<file path="src/rtl/fp_pkg.sv">
// Shared widths, limits and the request/result structs for the
// round-and-pack datapath.
package fp_pkg;
  localparam int MAG_W = 12;
  localparam int EXP_W = 3;
  localparam int SIG_W = 4;
  localparam logic [EXP_W-1:0] EXP_MAX = 3'd7;
  localparam logic [SIG_W-1:0] SIG_MAX = 4'd15;

  typedef struct packed {
    logic             sign;
    logic [MAG_W-1:0] mag;
    logic [EXP_W-1:0] exp;
  } fp_req_t;

  typedef struct packed {
    logic             s;
    logic [EXP_W-1:0] e;
    logic [SIG_W-1:0] f;
    logic             sat;
  } fp_rsp_t;
endpackage

</file>
<file path="src/rtl/fp_round.sv">
// Combinational significand extract, half-up round and saturation.
module fp_round
  import fp_pkg::*;
(
  input  fp_req_t req,
  output fp_rsp_t rsp
);
  logic [MAG_W:0] ext;
  logic [SIG_W:0] sum;

  always_comb begin
    // Appending a zero LSB makes ext[0] the round bit, and 0 when exp==0.
    ext     = {req.mag, 1'b0} >> req.exp;
    sum     = {1'b0, ext[SIG_W:1]} + {{SIG_W{1'b0}}, ext[0]};
    rsp.s   = req.sign;
    rsp.e   = req.exp;
    rsp.f   = sum[SIG_W-1:0];
    rsp.sat = 1'b0;
    if (req.mag[MAG_W-1]) begin
      rsp.e   = EXP_MAX;
      rsp.f   = SIG_MAX;
      rsp.sat = 1'b1;
    end else if (sum[SIG_W]) begin
      if (req.exp == EXP_MAX) begin
        rsp.f   = SIG_MAX;
        rsp.sat = 1'b1;
      end else begin
        rsp.e = req.exp + 1'b1;
        rsp.f = {1'b1, {(SIG_W-1){1'b0}}};
      end
    end
  end
endmodule

</file>
<file path="src/rtl/fp_round_pack.sv">
// Two-stage valid/ready pipeline: S1 holds the raw word, S2 the packed
// result; counts saturated results as they leave.
module fp_round_pack
  import fp_pkg::*;
#(
  parameter int CNT_W = 8
) (
  input  logic             clk,
  input  logic             rst_n,
  input  logic             in_valid,
  output logic             in_ready,
  input  logic             sign_in,
  input  logic [MAG_W-1:0] mag_in,
  input  logic [EXP_W-1:0] exp_in,
  output logic             out_valid,
  input  logic             out_ready,
  output logic             S,
  output logic [EXP_W-1:0] E,
  output logic [SIG_W-1:0] F,
  output logic [CNT_W-1:0] sat_cnt
);
  logic    s1_valid, s2_valid, s2_sat, s2_adv;
  fp_req_t s1_q;
  fp_rsp_t rnd;

  assign s2_adv    = !s2_valid || out_ready;
  assign in_ready  = !s1_valid || !s2_valid || out_ready;
  assign out_valid = s2_valid;

  // in_ready implies S1 is either empty or moving into S2 this cycle.
  always_ff @(posedge clk or negedge rst_n) begin
    if (!rst_n) begin
      s1_valid <= 1'b0;
      s1_q     <= '0;
    end else if (in_ready) begin
      s1_valid <= in_valid;
      if (in_valid) s1_q <= '{sign: sign_in, mag: mag_in, exp: exp_in};
    end
  end

  fp_round u_round (
    .req (s1_q),
    .rsp (rnd)
  );

  always_ff @(posedge clk or negedge rst_n) begin
    if (!rst_n) begin
      s2_valid <= 1'b0;
      S        <= 1'b0;
      E        <= '0;
      F        <= '0;
      s2_sat   <= 1'b0;
    end else if (s2_adv) begin
      s2_valid <= s1_valid;
      if (s1_valid) {S, E, F, s2_sat} <= rnd;
    end
  end

  always_ff @(posedge clk or negedge rst_n) begin
    if (!rst_n) sat_cnt <= '0;
    else if (s2_valid && out_ready && s2_sat && (sat_cnt != '1))
      sat_cnt <= sat_cnt + 1'b1;
  end
endmodule
</file>
<file path="config.mk">
export PLATFORM = sky130hd
export DESIGN_NAME = fp_round_pack
export DESIGN_NICKNAME = d
export VERILOG_FILES = /design/src/rtl/fp_pkg.sv /design/src/rtl/fp_round.sv /design/src/rtl/fp_round_pack.sv
export SDC_FILE = /design/constraint.sdc
export NUM_CORES = 1
export LEC_CHECK = 0
export ABC_CLOCK_PERIOD_IN_PS = 6800
export CAP_MARGIN = 20
export CORE_ASPECT_RATIO = 1.75
export CORE_MARGIN = 4
export CORE_UTILIZATION = 25
export DETAILED_ROUTE_END_ITERATION = 7
export MAX_ROUTING_LAYER = met4
export PLACE_DENSITY_LB_ADDON = 0.12
export SYNTH_ARGS = -nofsm -noshare
export SYNTH_HDL_FRONTEND = slang
export SYNTH_SLANG_ARGS = --single-unit
</file>
<file path="constraint.sdc">
create_clock -name clk -period 6.8 [get_ports clk]
set_input_delay 0.68 -clock clk [delete_from_list [all_inputs] [get_ports clk]]
set_output_delay 0.68 -clock clk [all_outputs]
set_load 0.005 [all_outputs]
</file>
==> flow_summary.toml <==
[sta]
layout_min_cycle_time_ns = 2.78
finClkSkew_ns = 0.00405
fmax_mhz = 359
finalCritPeriodShare_pct = 40.9
worst_slew_pin_slew_ns = 0.771
slew_violations = 0
setup_violations = 0
finalHoldViolCount = 0
tns_ns = 0
rsz0062_at_grt = "no"
maxSlewHeadroom_pct = 48.3

[clock_network]
post_cts_buffers = 0
clkSinkCount = 35
hold_buffers = 0
clk_pin_slew_ns = 0.05
numCtsBuffers = 5
post_cts_resize_count = 0
cts_tree = "built"
cts_buffer_depth = 2
clockRootBuffer = "clkbuf_16"
cts_max_level = 2
clkLatencyLatePin_ns = 0.28

[die]
coreArea_um2 = 7230
initial_core_util_pct = 25.8
die_area_um2 = 8960
rows = 41
die_h_um = 122
ioPinCount = 38
die_w_um = 73.3

[grt]
antenna_found_initial = 0
grt-ovfl-total = 0
grt_max_degree = 36
grtUsageTotal_pct = 10.9
grt_pass1_vias = 1404
grt_pass1_wl_um = 7200

[final_layout]
stdcell_area_um2 = 2450
nFillCells = 714
area_growth_syn_to_layout_pct = 31.5
layout.area.seq_um2 = 876
drive_above_1_share_pct = 22.8
multi_input_area_um2 = 928
diodes = 0
num-nets-final = 207

[drt]
vias_per_cell = 4.67
vias = 1260
firstDrtPassIters = 4
wl_um = 4160
drt-initial-drc-count = 37
drcViolationCount = 0
wire_per_inst_um = 15.4
ant_nets = 0

[min_path]
hold_class = "register to register"
hold_depth = 1

[worst_setup_path]
end_kind = "register"
reg2reg_depth = 9
path_max_fanout = 15
start_kind = "register"
cp.arrival_ns = 2.94
worstSetupPathType = "register to register"
cp.required_ns = 6.96

[power_and_ir_drop]
power.density_nw_per_um2 = 323
ir_worst_vdd_mv = 0.134
leakagePower_nw = 1.00
power.total_mw = 0.792

[logic_synthesis]
yosysSeqAreaShare_pct = 46.9
synthesis.area_um2 = 1870
syn_area_per_cell_um2 = 13.0
async_flop_share_pct = 100
synth_ff_type = "dfrtp_1"
syn-instance-count = 144
yosysWarnings = 0
synth_edf_count = 0
synth-seq-cells = 35
synth.distinct_cells = 40
syn-num-nets = 168

[placement]
gp_congestion = 0.755
place_area_um2 = 2300
port_buffers = 37
place_hpwl_um = 3200

[status]
status = "complete, no violations"

[run]
max_cap_violations = 0
==> layout make-up <==
type / count / area share (%)
multi-input cells: 101 / 37.8
repair buffers: 38 / 15.4
well taps: 86 / 4.39
flip-flops and latches: 35 / 35.7
clock buffers: 8 / 6.37
inverters: 2 / 0.306
==> stage by stage <==
stage,hold WS [ns],util [%],worst slack (ns),std cells
finish,0.493,33.9,4.02,270
CTS,0.498,33.9,4.01,270
global placement,0.469,31.8,4.09,262
detailed placement,0.482,31.8,4.01,262
global route,0.519,33.9,3.87,270
floorplan,0.384,-,4.41,144
==> layout by cell type, fill, tap and decap left out, types with 2 or more instances in the layout <==
master and n:
a21oi_1 3, a31oi_1 2, and2_2 3, and3_1 3, clkbuf_16 5, clkbuf_8 2
clkdlybuf4s50_1 37, dfrtp_1 35, ha_1 4, inv_1 2, mux2_2 21, mux2i_1 6
mux4_1 2, mux4_2 3, nand2_1 9, nand2b_1 3, nand4_1 5, nor2_1 9
o21ai_0 2, o22ai_1 2, o32a_1 2, xnor2_1 6
==> synthesized netlist by cell type (2+ instances only) <==
cell / instances / area, µm²
a21oi_1: 3 / 15.0
a31oi_1: 2 / 12.5
and2_2: 3 / 22.5
and3_1: 3 / 18.8
buf_6: 2 / 22.5
dfrtp_1: 35 / 876
ha_1: 4 / 50.1
inv_1: 2 / 7.51
mux2_2: 21 / 236
mux2i_1: 6 / 60.1
mux4_1: 2 / 52.6
mux4_2: 3 / 67.6
nand2_1: 9 / 33.8
nand2b_1: 3 / 18.8
nand4_1: 5 / 31.3
nor2_1: 9 / 33.8
o21ai_0: 2 / 10.0
o22ai_1: 2 / 12.5
o32a_1: 2 / 20.0
xnor2_1: 6 / 52.6
==> sequential cells by signal, indices dropped and copies added (netlist names) <==
| register | count |
|---|---|
| s2_sat | 1 |
| F | 4 |
| sat_cnt | 8 |
| S | 1 |
| E | 3 |
| s1_q | 16 |
| s1_valid | 1 |
| out_valid | 1 |
==> final timing paths <==
check	from	to	slack, ns
hold / removal	s1_valid	out_valid	0.49
setup / recovery	s1_q[0]	E[0]	4.02
min in group asynchronous	rst_n	F[0]	0.82
max in group asynchronous	rst_n	s1_q[7]	5.65
hold reg to reg	s1_valid	out_valid	0.49
setup reg to reg	s1_q[0]	E[0]	4.02
==> worst max-delay path, cell delays in order (launching register included) <==
cell	delay (ns)
dfrtp_1	0.76
mux2_2	0.44
nand2_1	0.07
o21ai_0	0.08
mux2_2	0.28
ha_1	0.20
ha_1	0.26
nand4b_4	0.16
nor3_2	0.06
o32a_1	0.36
==> per-layer routing <==
metal | vias up | track usage, % | routed length, µm
li1 | 608 | - | -
met1 | 611 | 11.8 | 1590
met2 | 35 | 18.6 | 2300
met3 | 6 | 2.87 | 173
met4 | 0 | 4.76 | 92
met5 | - | - | 0
==> logic make-up (layout without fill, tap and decap cells) <==
logic type | after synthesis | after routing | share of synthesized area, %
xor gates and xnor gates | 7 | 7 | 3.29
and+or+nand+nor | 39 | 39 | 12.3
DFF | 35 | 35 | 46.9
AOI/OAI and AO/OA | 18 | 18 | 7.98
muxes | 33 | 33 | 23.5
adders and majority gates | 4 | 4 | 2.68
buffers and inverters | 8 | 48 | 3.29
==> report_power, final <==
part / switching, mW / internal, mW / leakage (nW)
clock: 0.0823 / 0.156 / 0.0772
sequential: 0.0539 / 0.255 / 0.404
combinational: 0.0919 / 0.153 / 0.519
total: 0.228 / 0.564 / 1.00
(Power assumes the default switching activity.)
